$ cat src/rtl/free_list_if.sv
// Rename/retire/checkpoint signal bundle for the physical-register free list.
// The master modport drives requests; the slave modport (the free list) answers them.
interface free_list_if #(
   parameter int unsigned PREG_W = 7,
   parameter int unsigned TAG_W  = 5
);
   logic              alloc_req;
   logic              alloc_grant;
   logic [PREG_W-1:0] alloc_preg;
   logic              empty;
   logic              free_en;
   logic [PREG_W-1:0] free_preg;
   logic              ckpt_en;
   logic [TAG_W-1:0]  ckpt_tag;
   logic              recover;
   logic [TAG_W-1:0]  recover_tag;
   logic [PREG_W:0]   free_count;
   logic              err;

   modport master (
      output alloc_req, free_en, free_preg, ckpt_en, ckpt_tag, recover, recover_tag,
      input  alloc_grant, alloc_preg, empty, free_count, err
   );

   modport slave (
      input  alloc_req, free_en, free_preg, ckpt_en, ckpt_tag, recover, recover_tag,
      output alloc_grant, alloc_preg, empty, free_count, err
   );
endinterface

$ cat src/rtl/free_list.sv
// Circular free list of physical registers with per-branch head checkpoints
// and single-cycle head restore on mispredict.
module free_list #(
   parameter int unsigned NUM_PREGS = 128,
   parameter int unsigned NUM_ARCH  = 32,
   parameter int unsigned NUM_TAGS  = 32,
   parameter int unsigned PREG_W    = 7,
   parameter int unsigned TAG_W     = 5
) (
   input  logic        clk,
   input  logic        reset,
   free_list_if.slave  fl
);
   localparam int unsigned PTR_W     = PREG_W + 1;
   localparam int unsigned INIT_FREE = NUM_PREGS - NUM_ARCH;

   logic [PREG_W-1:0]   r_entry [NUM_PREGS];
   logic [PTR_W-1:0]    r_head;
   logic [PTR_W-1:0]    r_tail;
   logic [PTR_W-1:0]    r_ckpt_head [NUM_TAGS];
   logic [NUM_TAGS-1:0] r_ckpt_valid;
   logic                r_err;

   logic [PTR_W-1:0]    w_count;
   logic                w_empty;
   logic                w_full;
   logic                w_grant;
   logic                w_release;
   logic                w_push;
   logic                w_ckpt_hit;
   logic [PTR_W-1:0]    w_head_next;

   // Recover overrides allocation; an unknown tag leaves head where it is.
   always_comb begin
      w_count     = r_tail - r_head;
      w_empty     = (w_count == '0);
      w_full      = (w_count == PTR_W'(NUM_PREGS));
      w_grant     = fl.alloc_req && !w_empty && !fl.recover;
      w_release   = fl.free_en && (fl.free_preg != '0);
      w_push      = w_release && !w_full;
      w_ckpt_hit  = r_ckpt_valid[fl.recover_tag];
      w_head_next = r_head;
      if (fl.recover) begin
         if (w_ckpt_hit) w_head_next = r_ckpt_head[fl.recover_tag];
      end else if (w_grant) begin
         w_head_next = r_head + PTR_W'(1);
      end
   end

   assign fl.alloc_grant = w_grant;
   assign fl.alloc_preg  = r_entry[r_head[PREG_W-1:0]];
   assign fl.empty       = w_empty;
   assign fl.free_count  = w_count;
   assign fl.err         = r_err;

   always_ff @(posedge clk) begin
      if (reset) begin
         r_head       <= '0;
         r_tail       <= PTR_W'(INIT_FREE);
         r_ckpt_valid <= '0;
         r_err        <= 1'b0;
      end else begin
         r_head <= w_head_next;
         if (w_push) r_tail <= r_tail + PTR_W'(1);
         if ((w_release && w_full) || (fl.recover && !w_ckpt_hit)) r_err <= 1'b1;
         if (fl.recover) begin
            if (w_ckpt_hit) r_ckpt_valid <= '0;
         end else if (fl.ckpt_en) begin
            r_ckpt_valid[fl.ckpt_tag] <= 1'b1;
         end
      end
   end

   // Snapshot includes the same-cycle allocation; slots are qualified by r_ckpt_valid.
   always_ff @(posedge clk) begin
      if (!reset && !fl.recover && fl.ckpt_en) r_ckpt_head[fl.ckpt_tag] <= w_head_next;
   end

   always_ff @(posedge clk) begin
      if (reset) begin
         for (int unsigned i = 0; i < NUM_PREGS; i++)
            r_entry[i] <= (i < INIT_FREE) ? PREG_W'(NUM_ARCH + i) : '0;
      end else if (w_push) begin
         r_entry[r_tail[PREG_W-1:0]] <= fl.free_preg;
      end
   end
endmodule
$ cat src/flat_wrapper.sv
// flat-port wrapper written by rule: the top's interface ports become plain ports
module free_list_flat 
#(
   parameter int unsigned NUM_PREGS = 128,
   parameter int unsigned NUM_ARCH  = 32,
   parameter int unsigned NUM_TAGS  = 32,
   parameter int unsigned PREG_W    = 7,
   parameter int unsigned TAG_W     = 5
)
  (clk, reset, fl_alloc_req, fl_free_en, fl_free_preg, fl_ckpt_en, fl_ckpt_tag, fl_recover, fl_recover_tag, fl_alloc_grant, fl_alloc_preg, fl_empty, fl_free_count, fl_err);
  free_list_if #(.PREG_W(PREG_W), .TAG_W(TAG_W)) fl_i ();
  input  logic clk;
  input  logic reset;
  input wire logic [$bits(fl_i.alloc_req)-1:0] fl_alloc_req;
  input wire logic [$bits(fl_i.free_en)-1:0] fl_free_en;
  input wire logic [$bits(fl_i.free_preg)-1:0] fl_free_preg;
  input wire logic [$bits(fl_i.ckpt_en)-1:0] fl_ckpt_en;
  input wire logic [$bits(fl_i.ckpt_tag)-1:0] fl_ckpt_tag;
  input wire logic [$bits(fl_i.recover)-1:0] fl_recover;
  input wire logic [$bits(fl_i.recover_tag)-1:0] fl_recover_tag;
  output wire logic [$bits(fl_i.alloc_grant)-1:0] fl_alloc_grant;
  output wire logic [$bits(fl_i.alloc_preg)-1:0] fl_alloc_preg;
  output wire logic [$bits(fl_i.empty)-1:0] fl_empty;
  output wire logic [$bits(fl_i.free_count)-1:0] fl_free_count;
  output wire logic [$bits(fl_i.err)-1:0] fl_err;
  assign fl_i.alloc_req = fl_alloc_req;
  assign fl_i.free_en = fl_free_en;
  assign fl_i.free_preg = fl_free_preg;
  assign fl_i.ckpt_en = fl_ckpt_en;
  assign fl_i.ckpt_tag = fl_ckpt_tag;
  assign fl_i.recover = fl_recover;
  assign fl_i.recover_tag = fl_recover_tag;
  assign fl_alloc_grant = fl_i.alloc_grant;
  assign fl_alloc_preg = fl_i.alloc_preg;
  assign fl_empty = fl_i.empty;
  assign fl_free_count = fl_i.free_count;
  assign fl_err = fl_i.err;
  free_list #(.NUM_PREGS(NUM_PREGS), .NUM_ARCH(NUM_ARCH), .NUM_TAGS(NUM_TAGS), .PREG_W(PREG_W), .TAG_W(TAG_W)) u_core (.clk(clk), .reset(reset), .fl(fl_i));
endmodule
$ cat config.mk
export PLATFORM = sky130hd
export DESIGN_NAME = free_list_flat
export DESIGN_NICKNAME = d
export VERILOG_FILES = /design/src/rtl/free_list_if.sv /design/src/rtl/free_list.sv /design/src/flat_wrapper.sv
export SDC_FILE = /design/constraint.sdc
export NUM_CORES = 2
export LEC_CHECK = 0
export ABC_AREA = 1
export CAP_MARGIN = 25
export CORE_ASPECT_RATIO = 0.6
export CORE_MARGIN = 2
export CORE_UTILIZATION = 60
export DETAILED_ROUTE_END_ITERATION = 16
export PLACE_DENSITY = 0.84
export SLEW_MARGIN = 0
export SYNTH_ARGS = -nofsm -noshare
export SYNTH_HDL_FRONTEND = slang
export SYNTH_SLANG_ARGS = --single-unit
export TNS_END_PERCENT = 5
$ cat constraint.sdc
create_clock -name clk -period 4.26 [get_ports clk]
set_clock_uncertainty 0.15 [all_clocks]
set_input_delay 1.278 -clock clk [delete_from_list [all_inputs] [get_ports clk]]
set_output_delay 1.278 -clock clk [all_outputs]
set_load 0.02 [all_outputs]
==> out/qor.yml <==
status:
  outcome: "finished, violations left"
  violations: "setup timing"
min_path:
  hold_class: "flip-flop to flip-flop"
  hold_depth: 2
  hp-start: "u_core.r_ckpt_valid[20]"
  worstHoldEndpoint: "u_core.r_ckpt_valid[20]"
cts:
  clk_latency_ns: 0.72
  clkTransAtPathRegs_ns: 0.07
  cts_tree: "yes"
  clock_sinks: 1201
  clock_path_buffers: 3
  htreeDepth: 3
  numCtsBuffers: 104
  clockRootBuffer: "clkbuf_16"
place:
  place.port_buffers: 40
  gp_congestion: 0.985
  dp_slack_ns: -0.181
  detailed_place_hpwl_mm: 101
worst_setup_path:
  worst-path-max-fanout: 7
  path_class: "flip-flop to output pin"
  rrSetupSlack_ns: 0.42
  worstReg2RegStart: "u_core.r_head[0]"
  crit_required_ns: 2.83
  endpoint_kind: "output pin"
  crit_start: "u_core.r_head[0]"
  startpoint_type: "flip-flop"
  ff2ff_path_depth: 15
  worstPathArrival_ns: 3.13
  reg2reg_to: "u_core.r_entry[104][4]"
sta:
  worst_slew_pin_slew_ns: 1.15
  setup_slack_ns: -0.293
  min_period_ns: 4.55
  setup_tns_ns: -1.80
  setup_violations: 8
  rsz0062_at_grt: "yes"
  finalCritPeriodShare: 1.07
  hold_violations: 0
  finalMaxSlewViolations: 0
  fmax_mhz: 220
  relSlewSlack: 0.230
cells_and_area:
  area_growth_pct: 14.5
  final_cell_mix: "1194 x nand2_1, 1152 x edfxtp_1, 747 x nor2_1, 397 x o21ai_0, 365 x nor3_1"
  diodes: 0
  ff_latch_area_um2: 35600
  postLayoutCoreUtil: 0.697
  num-fill-cells: 6052
  layout_commonest_cell: "nand2_1"
  multi_input_area_um2: 17200
  nNetsFinal: 5528
  drive_gt1_frac: 0.137
grt:
  gr-total-overflow: 0
  grt_pass1_vias: 41969
  grt_max_degree: 129
  track_usage: 0.354
  antenna_found_initial: 5
  grt_pass1_wl_mm: 253
logic_synthesis:
  yosysTopAreaCell: "edfxtp_1"
  synth-seq-area-share: 0.648
  synth-main-ff-cell: "edfxtp_1"
  syn-cell-area_um2: 54900
  ys_warn_count: 0
  synth_area_leaders: "edfxtp_1 63%, nand2_1 8.3%, nor2_1 5.1%"
  yosysUniqueCellTypes: 39
  ys_seq_elements: 1201
  syn_area_per_cell_um2: 10.2
  synth_nets: 5420
  synth-async-reset-ratio: 0
  synth.top_cell.area_share: 0.630
  synthCells: 5387
  synth_enable_flop_cells: 1152
floorplanning:
  fp.dieH_um: 238
  core_um2: 90200
  die_x_um: 395
  die_area_um2: 94000
  initial_core_util: 0.609
  row_count: 85
  io_pins: 41
routing:
  drc: 0
  via_count: 44837
  wl_per_cell_um: 24.9
  drt_iter0_drc: 8815
  dr.pass1.iters: 9
  drt-total-wl_mm: 169
  ant_nets: 0
  via_per_inst: 6.59
power_and_ir_drop:
  power.density_nw_per_um2: 417
  leakage_nw: 21.7
  ir_drop_v: 0.000323
run:
  cap_viol_max_count: 0
## how the worst max path moves through the flow
| stage | to | slack [ns] | depth (start not counted) |
|---|---|---|---|
| 2_1_floorplan | fl_empty | 0.17 | 15 |
| 3_3_place_gp | u_core.r_entry[17][5] | -0.50 | 10 |
| 3_5_place_dp | u_core.r_entry[106][6] | -0.18 | 10 |
| 4_1_cts | fl_alloc_preg[3] | -0.15 | 13 |
| 5_1_grt | fl_alloc_preg[6] | -0.31 | 13 |
| 6_report | fl_alloc_preg[2] | -0.29 | 11 |
## flip-flops by register name, summed over array words and instances (netlist names)
name,flops
u_core.r_head,8
u_core.r_ckpt_head,256
u_core.fl.err,1
u_core.r_entry,896
u_core.r_tail,8
u_core.r_ckpt_valid,32
## cell families after synthesis
family / share of synthesized area
xor gates and xnor gates: 0.000798
AOI/OAI and AO/OA: 0.0819
buffers and inverters: 0.0449
DFF: 0.648
adders and majority gates: 0.00242
muxes: 0.0140
and+or+nand+nor: 0.208
## power by group
group	switching [mW]	leakage (nW)	internal [mW]	total (mW)
Sequential	0.0821	10.7	13.1	13.2
Clock	4.45	1.68	5.27	9.71
Combinational	2.31	9.30	0.976	3.28
Total	6.84	21.7	19.4	26.2
## cells in the mapped netlist, types with 2 or more instances
master and n:
dfxtp_1 49, nand3_1 266, buf_8 3, a21oi_1 176, nand3_2 9, nand2_2 9, o21ai_0 405, o22ai_1 91
clkinv_1 11, nand3b_1 4, o211ai_1 100, nand3_4 27, ha_1 9, clkbuf_1 329, xor2_1 4, nor2_1 750
nand4_1 13, inv_2 28, inv_1 117, a211oi_1 35, edfxtp_1 1152, buf_4 4, buf_6 3, nor3_1 365
buf_2 63, nand2_1 1216, mux2i_1 77, nor2_2 14, buf_12 2, buf_1 47
## layout make-up
cell class	count	share of cell area
clock buffers	112	0.0419
clock inverters	81	0.0119
well taps	1218	0.0243
flip-flops and latches	1201	0.566
repair buffers	454	0.0719
multi-input cells	3578	0.273
inverters	156	0.0103
## through the flow
step / total power, mW / instance area, um2 / hold WS (ns) / std cells
floorplan: 15.1 / 54900 / 0.276 / 5387
global placement: 16.2 / 58500 / 0.284 / 6573
detailed placement: 16.3 / 58500 / 0.288 / 6574
CTS: 25.9 / 62700 / 0.298 / 6794
global route: 26.8 / 62800 / 0.348 / 6800
finish: 26.2 / 62800 / 0.302 / 6800
## routing by layer
layer | up-vias | global-route usage | part of all wire
met2 | 4287 | 0.496 | 0.42
met5 | - | 0 | 0.00041
met1 | 20947 | 0.497 | 0.35
met3 | 608 | 0.149 | 0.19
li1 | 18985 | - | -
met4 | 10 | 0.125 | 0.040
## critical path, stage by stage (launching register included)
cell and delay (ns):
dfxtp_4 0.36, buf_12 0.15, buf_12 0.14, buf_16 0.15, buf_4 0.17, mux2i_1 0.13, o211ai_1 0.52, nand3_2 0.24
nand3_2 0.15, nand3_1 0.12, nand2_2 0.14, buf_6 0.13
## repair_timing
action,CTS,global route
setup endpoints to repair,13,11
pin swaps,34,11
buffers inserted,17,1
cloned,10,1
gates resized for setup,118,26
hold buffers,0,0
Note: power is estimated with default switching activity, not from simulation.
